`src/rtl/apu_frame_counter_pkg.sv`:
```
// -----------------------------------------------------------------------------
// apu_pkg
// Shared constants for the APU frame sequencer: step counts at which the
// quarter/half-frame clocks and the frame IRQ are decoded, the sequence
// periods of both modes, the CPU register addresses and the delay lengths
// of the write-triggered sequencer reset.
// Ports: none (package).
// -----------------------------------------------------------------------------
package apu_pkg;

   typedef enum logic {
      MODE_4STEP = 1'b0,
      MODE_5STEP = 1'b1
   } seq_mode_e;

   // Step counts (in CPU cycles since the sequence start)
   localparam logic [15:0] STEP_Q1      = 16'd7457;
   localparam logic [15:0] STEP_Q2H1    = 16'd14913;
   localparam logic [15:0] STEP_Q3      = 16'd22371;
   localparam logic [15:0] STEP_4_IRQ   = 16'd29828;
   localparam logic [15:0] STEP_4_LAST  = 16'd29829;
   localparam logic [15:0] STEP_5_LAST  = 16'd37281;

   localparam logic [15:0] PERIOD_4STEP = 16'd29830;
   localparam logic [15:0] PERIOD_5STEP = 16'd37282;

   localparam logic [15:0] ADDR_FRAME   = 16'h4017;
   localparam logic [15:0] ADDR_STATUS  = 16'h4015;

   // Write-to-reset delay, selected by the CPU cycle parity at the write
   localparam logic [2:0]  DELAY_EVEN   = 3'd3;
   localparam logic [2:0]  DELAY_ODD    = 3'd4;

   function automatic logic [15:0] last_count(input seq_mode_e m);
      return (m == MODE_5STEP) ? (PERIOD_5STEP - 16'd1) : (PERIOD_4STEP - 16'd1);
   endfunction

endpackage

```
`src/rtl/apu_frame_counter_if.sv`:
```
// -----------------------------------------------------------------------------
// apu_frame_counter_if
// CPU bus as seen by the frame sequencer.
//   cpu_clk_en : one-clk pulse per CPU cycle, qualifies we/re
//   addr       : CPU address (16 bits)
//   data_in    : CPU write data (8 bits)
//   we / re    : write / read strobes
// master: CPU side (drives), slave: frame sequencer (receives).
// -----------------------------------------------------------------------------
interface apu_frame_counter_if;
   logic        cpu_clk_en;
   logic [15:0] addr;
   logic [7:0]  data_in;
   logic        we;
   logic        re;

   modport master (output cpu_clk_en, addr, data_in, we, re);
   modport slave  (input  cpu_clk_en, addr, data_in, we, re);
endinterface

```
`src/rtl/apu_frame_counter_frame_reset_delay.sv`:
```
// -----------------------------------------------------------------------------
// frame_reset_delay
// Tracks CPU cycle parity and schedules the sequencer reset that follows a
// $4017 write: 3 CPU cycles later when the write lands on an even cycle,
// 4 when odd. A new write while one is pending restarts the delay.
//   clk, rst     : system clock, synchronous active-high reset
//   cpu_clk_en   : CPU cycle enable
//   frame_write  : qualified $4017 write (already ANDed with cpu_clk_en)
//   seq_reset    : one-cycle pulse, aligned to cpu_clk_en, when the delay ends
//   pending      : a sequencer reset is scheduled
// -----------------------------------------------------------------------------
module frame_reset_delay
   import apu_pkg::*;
(
   input  logic clk,
   input  logic rst,
   input  logic cpu_clk_en,
   input  logic frame_write,
   output logic seq_reset,
   output logic pending
);

   logic       parity;
   logic [2:0] rst_delay;

   // A write in the same cycle restarts the delay instead of letting it fire.
   assign seq_reset = cpu_clk_en & pending & ~frame_write & (rst_delay == 3'd1);

   always_ff @(posedge clk) begin
      if (rst) begin
         parity    <= 1'b0;
         pending   <= 1'b0;
         rst_delay <= '0;
      end else if (cpu_clk_en) begin
         parity <= ~parity;
         if (frame_write) begin
            rst_delay <= parity ? DELAY_ODD : DELAY_EVEN;
            pending   <= 1'b1;
         end else if (pending) begin
            rst_delay <= rst_delay - 3'd1;
            if (rst_delay == 3'd1) begin
               pending <= 1'b0;
            end
         end
      end
   end

endmodule

```
`src/rtl/apu_frame_counter.sv`:
```
// -----------------------------------------------------------------------------
// apu_frame_counter
// APU frame sequencer: divides the CPU cycle stream into quarter- and
// half-frame clock enables, decodes $4017 (mode / IRQ inhibit, sequencer
// reset) and keeps the frame IRQ flag that $4015 reads clear.
//   clk, rst        : system clock, synchronous active-high reset
//   bus             : CPU bus (cpu_clk_en, addr, data_in, we, re), slave side
//   quarter_clk_en  : quarter-frame pulse, only in cpu_clk_en cycles
//   half_clk_en     : half-frame pulse, only in cpu_clk_en cycles
//   frame_irq       : frame interrupt flag (level)
//   mode            : 0 = 4-step, 1 = 5-step
// -----------------------------------------------------------------------------
module apu_frame_counter
   import apu_pkg::*;
(
   input  logic               clk,
   input  logic               rst,
   apu_frame_counter_if.slave bus,
   output logic               quarter_clk_en,
   output logic               half_clk_en,
   output logic               frame_irq,
   output logic               mode
);

   logic [15:0] count;
   seq_mode_e   seq_mode;
   logic        irq_inhibit;
   logic        irq_flag;
   logic        wrapped;

   logic        frame_write;
   logic        status_read;
   logic        seq_reset;
   logic        reset_pending;
   logic        seq_fire;
   logic        five_step;
   logic        q_evt;
   logic        h_evt;
   logic        irq_evt;
   logic        irq_set;

   assign five_step   = (seq_mode == MODE_5STEP);
   assign frame_write = bus.cpu_clk_en & bus.we & (bus.addr == ADDR_FRAME);
   assign status_read = bus.cpu_clk_en & bus.re & (bus.addr == ADDR_STATUS);

   frame_reset_delay u_reset_delay (
      .clk         (clk),
      .rst         (rst),
      .cpu_clk_en  (bus.cpu_clk_en),
      .frame_write (frame_write),
      .seq_reset   (seq_reset),
      .pending     (reset_pending)
   );

   // The pending flag qualifies the pulse so a stale delay value never fires.
   assign seq_fire = seq_reset & reset_pending;

   // Step decode of the current count
   always_comb begin
      q_evt   = 1'b0;
      h_evt   = 1'b0;
      irq_evt = 1'b0;
      case (count)
         STEP_Q1:     q_evt = 1'b1;
         STEP_Q2H1: begin
            q_evt = 1'b1;
            h_evt = 1'b1;
         end
         STEP_Q3:     q_evt = 1'b1;
         STEP_4_IRQ:  irq_evt = ~five_step;
         STEP_4_LAST: begin
            q_evt   = ~five_step;
            h_evt   = ~five_step;
            irq_evt = ~five_step;
         end
         STEP_5_LAST: begin
            q_evt = five_step;
            h_evt = five_step;
         end
         16'd0:       irq_evt = ~five_step & wrapped;
         default: ;
      endcase
   end

   assign irq_set = bus.cpu_clk_en & irq_evt & ~irq_inhibit;

   // A sequencer reset in 5-step mode clocks both units immediately.
   assign quarter_clk_en = ~rst & bus.cpu_clk_en & (q_evt | (seq_fire & five_step));
   assign half_clk_en    = ~rst & bus.cpu_clk_en & (h_evt | (seq_fire & five_step));
   assign frame_irq      = irq_flag;
   assign mode           = five_step;

   always_ff @(posedge clk) begin
      if (rst) begin
         count       <= '0;
         wrapped     <= 1'b0;
         seq_mode    <= MODE_4STEP;
         irq_inhibit <= 1'b0;
         irq_flag    <= 1'b0;
      end else if (bus.cpu_clk_en) begin
         if (seq_fire) begin
            count   <= '0;
            wrapped <= 1'b0;
         end else if (count == last_count(seq_mode)) begin
            count   <= '0;
            wrapped <= 1'b1;
         end else begin
            count <= count + 16'd1;
         end

         if (frame_write) begin
            seq_mode    <= seq_mode_e'(bus.data_in[7]);
            irq_inhibit <= bus.data_in[6];
         end

         // inhibit-write clear > IRQ set > status-read clear
         if (frame_write && bus.data_in[6]) begin
            irq_flag <= 1'b0;
         end else if (irq_set) begin
            irq_flag <= 1'b1;
         end else if (status_read) begin
            irq_flag <= 1'b0;
         end
      end
   end

endmodule

```
`src/flat_wrapper.sv`:
```
// flat-port wrapper written by rule: the top's interface ports become plain ports
module apu_frame_counter_flat import apu_pkg::*;
  (clk, rst, quarter_clk_en, half_clk_en, frame_irq, mode, bus_cpu_clk_en, bus_addr, bus_data_in, bus_we, bus_re);
  apu_frame_counter_if bus_i ();
  input  logic clk;
  input  logic rst;
  output logic quarter_clk_en;
  output logic half_clk_en;
  output logic frame_irq;
  output logic mode;
  input wire logic [$bits(bus_i.cpu_clk_en)-1:0] bus_cpu_clk_en;
  input wire logic [$bits(bus_i.addr)-1:0] bus_addr;
  input wire logic [$bits(bus_i.data_in)-1:0] bus_data_in;
  input wire logic [$bits(bus_i.we)-1:0] bus_we;
  input wire logic [$bits(bus_i.re)-1:0] bus_re;
  assign bus_i.cpu_clk_en = bus_cpu_clk_en;
  assign bus_i.addr = bus_addr;
  assign bus_i.data_in = bus_data_in;
  assign bus_i.we = bus_we;
  assign bus_i.re = bus_re;
  apu_frame_counter u_core (.clk(clk), .rst(rst), .bus(bus_i), .quarter_clk_en(quarter_clk_en), .half_clk_en(half_clk_en), .frame_irq(frame_irq), .mode(mode));
endmodule
```
`config.mk`:
```
export PLATFORM = sky130hd
export DESIGN_NAME = apu_frame_counter_flat
export DESIGN_NICKNAME = d
export VERILOG_FILES = /design/src/rtl/apu_frame_counter_pkg.sv /design/src/rtl/apu_frame_counter_if.sv /design/src/rtl/apu_frame_counter_frame_reset_delay.sv /design/src/rtl/apu_frame_counter.sv /design/src/flat_wrapper.sv
export SDC_FILE = /design/constraint.sdc
export NUM_CORES = 1
export LEC_CHECK = 0
export BUFFER_PORTS_ARGS = -buffer_cell sky130_fd_sc_hd__buf_4
export CAP_MARGIN = 20
export CORE_ASPECT_RATIO = 1.4
export CORE_MARGIN = 4
export CORE_UTILIZATION = 54
export CTS_CLUSTER_DIAMETER = 40
export CTS_CLUSTER_SIZE = 40
export DETAILED_ROUTE_END_ITERATION = 6
export PLACE_DENSITY = 0.79
export SYNTH_ARGS = -nofsm -noshare
export SYNTH_HDL_FRONTEND = slang
export SYNTH_SLANG_ARGS = --single-unit
```
`constraint.sdc`:
```
create_clock -name clk -period 2.35 [get_ports clk]
set_input_delay 0 -clock clk [delete_from_list [all_inputs] [get_ports clk]]
set_output_delay 0 -clock clk [all_outputs]
set_load 0.02 [all_outputs]
```
==> flow_summary.ini, run 1 <==
[setup_path]
crit_family = simple AND/OR/NAND/NOR gates
slowest_delay_ns = 0.43
critPathLaunch = u_core.count[4]
crit_type = flop to primary output
required_ns = 2.35
rr_startpoint = u_core.count[4]
path_buf_inv = 1
startpoint_type = flop
crit_slowest_cell = nor4b_1
endpoint_kind = primary output
worstPathCellList = nor4b_1, nand2_1, nor4_1, o311ai_0, nand3_1, buf_4
crit_arrival_ns = 1.97
cp_max_fo = 7

[routing]
wl_microns = 3690
num_vias = 1507
drt-vias-per-instance = 5.98
drc = 0
drtIter0Drc = 58
first_pass_iters = 4
drtAntennaViolNets = 0
wl_per_cell_microns = 14.6

[grt]
track_usage = 0.208
grt_pass1_wl_microns = 6290
grt_max_degree = 20
grt_pass1_vias = 1510
grt-ovfl-total = 0
antenna_found_initial = 0

[synthesis]
netlist_area_sq_um = 1620
synthTopCellsByCount = dfxtp_1 (25), nand2_1 (16), nor2_1 (13)
synth_largest_area_cell = dfxtp_1
synth-edff-count = 0
syn-num-nets = 222
yosysTopAreaCellShare = 0.310
yosys-top-cells-area = dfxtp_1 (31%), nor2_4 (7.0%), xor2_1 (4.9%), ha_1 (3.9%), nand2_1 (3.7%)
synth_warnings = 0
syn_inst = 188
synth_cell_types = 46
synth-seq-cells = 25
yosysMostFrequentCell = dfxtp_1
seq_area_frac_synth = 0.310
synth.avg_cell_area_sq_um = 8.60
async_flop_share = 0
ys.flop_type = dfxtp_1

[timing]
timing.final.crit_period_ns = 1.97
tightest_slew_ns = 0.419
slew_violations = 0
max-slew-margin-rel = 0.717
tns_ns = 0
final.period_utilization = 0.839
rsz0062_at_grt = no
finalSetupViolations = 0
fin_skew_ns = 0.00608
fmax_ghz = 0.507
hold_viol = 0

[worst_hold_path]
min_from = bus_data_in[6]
hold_path_class = input port to flop

[power]
p_clk_frac = 0.325
switchingPower_w = 0.000175
combPwrFrac = 0.109
p_int_w = 0.000593
swShare = 0.228
powerDensity_nw_per_um2 = 405
seq_power_share = 0.567
power_w = 0.000768
peakVddDrop_mv = 0.381
p_leak_nw = 0.746

[status]
status = finished clean

[floorplanning]
core_region_area_sq_um = 2880
num_io_pins = 33
fp-row-count = 23
die_area_sq_um = 3950
initial_core_util = 0.562
fp.dieW_microns = 54.2
die_h_microns = 72.7

[clock_network]
insertion_delay_ns = 0.27
clk_pin_slew_worst_paths_ns = 0.08
cts.repair.resized = 0
cts_tree = done
clock_path_buffers = 2
cts_made_buffers = 3
clockRootBuffer = clkbuf_8
clock-sinks = 25
cts_max_level = 1

[final_layout]
nets = 250
diodes = 0
final_util = 0.659
fillers = 250
layout.cells.non_filler = 252
synthToLayoutAreaGrowth_pct = 17.3
drive_gt1_frac = 0.214
final_area_sq_um = 1900

[placed_design]
dp_hpwl_microns = 2750
place_area_sq_um = 1810
numPortBuffers = 26
dp.cells = 244
place_congestion = 0.833

[run]
maxCapViolCount = 0
## final timing paths
| check | endpoint | slack, ns | cells after the start |
|---|---|---|---|
| setup / recovery | quarter_clk_en | 0.38 | 6 |
| hold / removal | u_core.frame_irq | 0.09 | 4 |
| setup reg to reg | u_core.count[14] | 0.43 | 5 |
| hold reg to reg | u_core.u_reset_delay.rst_delay[2] | 0.48 | 2 |
## cell type report
| type | instances | area, sq um | share of cell area |
|---|---|---|---|
| inverter | 11 | 41.3 | 0.0218 |
| multi-input combinational | 145 | 1030 | 0.542 |
| clock buffer | 4 | 45.0 | 0.0238 |
| timing repair buffer | 30 | 235 | 0.124 |
| tap | 37 | 46.3 | 0.0244 |
| sequential | 25 | 500 | 0.264 |
## cell families after synthesis
logic type                 after synthesis  synth area share
buffers and inverters                   18            0.0550
and+or+nand+nor                         98             0.390
AOI/OAI and AO/OA                       25             0.112
muxes                                    2            0.0132
adders and majority gates                5            0.0387
xor gates and xnor gates                15            0.0813
DFF                                     25             0.310
## stage by stage
stage	worst slack, ns	hold WS, ns
floorplan	0.728	0.140
global placement	0.576	0.256
detailed placement	0.482	0.261
CTS	0.391	0.0881
global route	0.0839	0.105
finish	0.378	0.0914
## registers in the layout, summed over array words and instances (netlist names)
signal                          count
u_core.mode                         1
u_core.u_reset_delay.pending        1
u_core.frame_irq                    1
u_core.count                       16
u_core.wrapped                      1
u_core.u_reset_delay.rst_delay      3
u_core.u_reset_delay.parity         1
u_core.irq_inhibit                  1
## power groups by stage
stage	Combinational, W	Sequential, W	Clock, W
floorplan	0.0000474	0.000443	0
global placement	0.0000784	0.000444	0
detailed placement	0.0000808	0.000445	0
CTS	0.0000837	0.000435	0.000256
global route	0.0000911	0.000437	0.000283
finish	0.0000835	0.000435	0.000249
## per-layer routing
layer | vias up | part of all wire | global-route usage
met5 | - | 0 | 0
met1 | 698 | 0.37 | 0.228
met2 | 71 | 0.52 | 0.370
li1 | 728 | - | -
met4 | 0 | 0.019 | 0.0914
met3 | 10 | 0.089 | 0.0389
## tightest hold or removal path, stage by stage
cell	delay, ns
buf_4	0.08
nand2_1	0.04
o21ai_0	0.15
a21oi_1	0.04
## layout by cell type (no fill, tap or decap), types with 3 or more instances in the layout
cell type       n
a21oi_1         5
and3_1          5
and4b_1         4
buf_4          26
clkbuf_8        3
dfxtp_1        25
dlygate4sd3_1   4
ha_1            5
inv_1          11
nand2_1        16
nand2b_1        3
nand3_1        11
nand4_1         9
nor2_1         13
nor2_4         10
nor2b_1         4
nor3_1          4
nor4_1          3
o21ai_0         7
xnor2_1         6
xor2_1          9
## what timing repair did
action | CTS | global route
setup buffers | 0 | 0
hold buffers | 4 | 0
hold endpoints to repair | 3 | 0
(Power assumes the default switching activity.)
==> run 2, diff against run 1 <==
- clock period: 2.35 -> 1.9 ns (I/O delays scaled with it)
==> flow_summary.ini, run 2 (same netlist as run 1, synthesis figures left out) <==
[clock_network]
insertion_delay_ns = 0.27
clock_path_buffers = 2
clock-sinks = 25
cts_tree = done
clockRootBuffer = clkbuf_8
cts_max_level = 1
cts_made_buffers = 3
clk_pin_slew_worst_paths_ns = 0.08

[timing]
tns_ns = 0
rsz0062_at_grt = no
tightest_slew_ns = 0.415
finalSetupViolations = 0
final.period_utilization = 0.948
fin_skew_ns = 0.00375
timing.final.crit_period_ns = 1.80
fmax_ghz = 0.555
max-slew-margin-rel = 0.722
slew_violations = 0
hold_viol = 0

[routing]
wl_per_cell_microns = 15.4
drtIter0Drc = 50
drtAntennaViolNets = 0
num_vias = 1542
first_pass_iters = 4
drc = 0
drt-vias-per-instance = 5.95
wl_microns = 3990

[floorplanning]
num_io_pins = 33
fp-row-count = 23
die_h_microns = 72.7
initial_core_util = 0.562
die_area_sq_um = 3950
core_region_area_sq_um = 2880
fp.dieW_microns = 54.2

[run]
maxCapViolCount = 0

[setup_path]
crit_arrival_ns = 1.80
crit_type = flop to primary output
required_ns = 1.90
cp_max_fo = 9
reg2reg_depth = 5
endpoint_kind = primary output
startpoint_type = flop

[final_layout]
reg.largest.list = u_core.count: 16 flops, u_core.u_reset_delay.rst_delay: 3 flops
largest_register_ffs = 16
drive_gt1_frac = 0.270
regMostFlops = u_core.count
final_cell_mix = buf_4 (32), dfxtp_1 (24), nand2_1 (16)
diodes = 0
synthToLayoutAreaGrowth_pct = 24.0
final_common_cell = buf_4
nets = 257
fillers = 220

[grt]
grt_max_degree = 19
track_usage = 0.214
grt_pass1_vias = 1560
antenna_found_initial = 0
grt-ovfl-total = 0
grt_pass1_wl_microns = 6380

[power]
p_leak_nw = 0.796
power_w = 0.000967
peakVddDrop_mv = 0.529
powerDensity_nw_per_um2 = 482

[placed_design]
place_congestion = 0.871
dp_hpwl_microns = 2930
numPortBuffers = 26

[status]
status = finished clean

[worst_hold_path]
hold_path_class = input port to flop
whs_path_depth = 3
run 2: changes by cell type in the layout (fill, tap and decap cells not counted), moves of 2 or more:
cell    delta
buf_4      +6
nor3_2     +2
nor3_1     -2
buf_12     +2
run 2: what timing repair did:
item,CTS,global route
pin swaps,0,2
endpoints found under the hold margin,4,0
buffers inserted,0,0
endpoints found under the setup margin,2,2
hold buffers,3,0
resized for setup,1,7
run 2: final timing paths:
check / startpoint / endpoint / slack, ns
max: u_core.mode / quarter_clk_en / 0.1
min: bus_data_in[6] / u_core.irq_inhibit / 0.01
max reg2reg: u_core.count[2] / u_core.count[9] / 0.17
min reg2reg: u_core.irq_inhibit / u_core.irq_inhibit / 0.47
run 2: metrics by stage:
step	hold slack, ns	setup slack, ns	util	std cells	area (sq um)
floorplan	0.140	0.278	-	188	1620
global placement	0.257	0.201	0.659	252	1900
detailed placement	0.264	0.191	0.659	252	1900
CTS	0.0105	0.00728	0.685	259	1970
global route	0.0454	0.0121	0.697	259	2000
finish	0.0134	0.0997	0.697	259	2000
run 2: worst max-delay path, cell delays in order, from the launching register on:
cell	delay [ns]
dfxtp_1	0.41
or3_1	0.43
nor4_2	0.30
o311ai_2	0.14
nand3_1	0.10
buf_4	0.14
run 2: layout make-up:
class                   count  area (sq um)  area share
repair buffers             37           310       0.155
flip-flops and latches     25           504       0.252
multi-input cells         145          1060       0.527
inverters                  11          41.3      0.0206
well taps                  37          46.3      0.0231
clock buffers               4          45.0      0.0225
run 2: where the power goes:
part	switching (W)	internal, W
Clock	0.000163	0.000150
Sequential	0.00000787	0.000529
Combinational	0.0000536	0.0000635
Total	0.000224	0.000742
run 2: layer usage:
| layer | global-route usage | part of all wire | wire length [microns] | up-vias |
|---|---|---|---|---|
| li1 | - | - | - | 738 |
| met1 | 0.215 | 0.36 | 1450 | 726 |
| met2 | 0.397 | 0.53 | 2130 | 67 |
| met3 | 0.0266 | 0.079 | 313 | 11 |
| met4 | 0.122 | 0.024 | 97 | 0 |
| met5 | 0 | 0 | 0 | - |
==> run 3, diff against run 2 <==
--- a/config.mk
+++ b/config.mk
@@ -6,5 +6,5 @@
 export NUM_CORES = 1
 export LEC_CHECK = 0
-export BUFFER_PORTS_ARGS = -buffer_cell sky130_fd_sc_hd__buf_4
+export BUFFER_PORTS_ARGS = -buffer_cell sky130_fd_sc_hd__buf_2
 export CAP_MARGIN = 20
 export CORE_ASPECT_RATIO = 1.4
==> constraint.sdc (replaced) <==
create_clock -name clk -period 1.9 [get_ports clk]
set_input_delay 0.095 -clock clk [delete_from_list [all_inputs] [get_ports clk]]
set_output_delay 0.095 -clock clk [all_outputs]
set_load 0.02 [all_outputs]
==> flow_summary.ini, run 3 (same netlist as run 1, synthesis figures left out) <==
[setup_path]
crit_slowest_cell = dfxtp_4
slowest_delay_ns = 0.37
startpoint_type = flop
crit_family = simple AND/OR/NAND/NOR gates
cp_max_fo = 5
worstPathCellList = buf_4, nor2b_2, nand3_2, nor4_4, o311ai_2, nand3_1, buf_6
path_buf_inv = 2
crit_arrival_ns = 1.79
required_ns = 1.80
endpoint_kind = primary output
crit_type = flop to primary output

[power]
p_leak_nw = 0.788
peakVddDrop_mv = 0.378
powerDensity_nw_per_um2 = 486
power_w = 0.000976

[clock_network]
clock-sinks = 25
clk_pin_slew_worst_paths_ns = 0.10
cts_max_level = 1
insertion_delay_ns = 0.28
cts_made_buffers = 3
clockRootBuffer = clkbuf_8
clock_path_buffers = 2
cts_tree = done

[routing]
drc = 0
wl_per_cell_microns = 15.9
drtAntennaViolNets = 0
drtIter0Drc = 79
wl_microns = 4120
first_pass_iters = 4
drt-vias-per-instance = 6.02
num_vias = 1566

[timing]
fin_skew_ns = 0.00875
max-slew-margin-rel = 0.736
fmax_ghz = 0.531
finalSetupViolations = 0
finalWorstSetupSlack_ns = 0.0158
slew_violations = 0
hold_viol = 0
whs_ns = 0.0502
tightest_slew_ns = 0.394
timing.final.crit_period_ns = 1.88
rsz0062_at_grt = yes
final.period_utilization = 0.992

[grt]
grt-ovfl-total = 0
grt_pass1_vias = 1522
track_usage = 0.211
grt_pass1_wl_microns = 6350
antenna_found_initial = 0
grt_max_degree = 19

[floorplanning]
die_area_sq_um = 3950
fp-row-count = 23
initial_core_util = 0.562
die_h_microns = 72.7
fp.dieW_microns = 54.2
num_io_pins = 33
core_region_area_sq_um = 2880

[final_layout]
drive_gt1_frac = 0.350
final_cell_mix = buf_2 (24), dfxtp_1 (16), nand2_1 (15)
fillers = 213
reg.largest.list = u_core.count: 16 flops, u_core.u_reset_delay.rst_delay: 3 flops
regMostFlops = u_core.count
diodes = 0
largest_register_ffs = 16
final_area_sq_um = 2010
layout.cells.non_filler = 260
nets = 258
synthToLayoutAreaGrowth_pct = 24.3
final_common_cell = buf_2

[worst_hold_path]
hold_path_class = input port to flop

[status]
status = finished clean

[placed_design]
place_congestion = 0.923
dp_slack_ns = 0.0469
numPortBuffers = 26
place_area_sq_um = 1800
dp.cells = 251
dp_hpwl_microns = 2920

[run]
maxCapViolCount = 0
## run 3: cell types whose count changed in the layout (fill, tap and decap cells not counted), moves of 3 or more
cell,change
buf_2,+24
buf_4,-22
dfxtp_1,-8
dfxtp_2,+8
dlygate4sd3_1,-3
## run 3: what timing repair did
| action | 4_1_cts | 5_1_grt |
|---|---|---|
| hold endpoints to repair | 0 | 0 |
| hold buffers | 0 | 0 |
| pin swaps | 0 | 5 |
| endpoints found under the setup margin | 2 | 6 |
| gates resized for setup | 7 | 19 |
| buffers inserted | 0 | 5 |
## run 3: worst min-delay path, cell delays in order
cell	delay [ns]
buf_2	0.09
nand2_1	0.05
a21oi_1	0.05
## run 3: worst paths after layout
check	startpoint	end	slack, ns	cells after the start
max reg2reg	u_core.count[11]	u_core.count[2]	0.16	7
min	bus_data_in[7]	u_core.mode	0.05	3
min reg2reg	u_core.irq_inhibit	u_core.irq_inhibit	0.48	2
max	u_core.count[11]	quarter_clk_en	0.02	7
## run 3: per-layer routing
metal	GRT usage	vias up	routed length [microns]
li1	-	743	-
met1	0.210	724	1480
met2	0.387	78	2120
met3	0.0348	21	358
met4	0.125	0	165
met5	0	-	0
## run 3: power breakdown
part           total [W]  switching (W)  internal, W  leakage [nW]
registers       0.000536     0.00000747     0.000529         0.207
clock network   0.000332       0.000183     0.000149        0.0217
logic           0.000108      0.0000545    0.0000536         0.559
## run 3: cell type report
| class | count | area [sq um] | area share |
|---|---|---|---|
| clock buffer | 3 | 41.3 | 0.0205 |
| multi-input combinational | 145 | 1090 | 0.544 |
| timing repair buffer | 38 | 267 | 0.133 |
| tap | 37 | 46.3 | 0.0230 |
| clock inverter | 1 | 7.51 | 0.00374 |
| sequential | 25 | 514 | 0.256 |
| inverter | 11 | 41.3 | 0.0205 |
## run 3: per-stage QoR
step	util	setup TNS [ns]
2_1_floorplan	-	0
4_1_cts	0.651	0
3_5_place_dp	0.625	0
6_report	0.698	0
3_3_place_gp	0.625	0
5_1_grt	0.698	-0.160
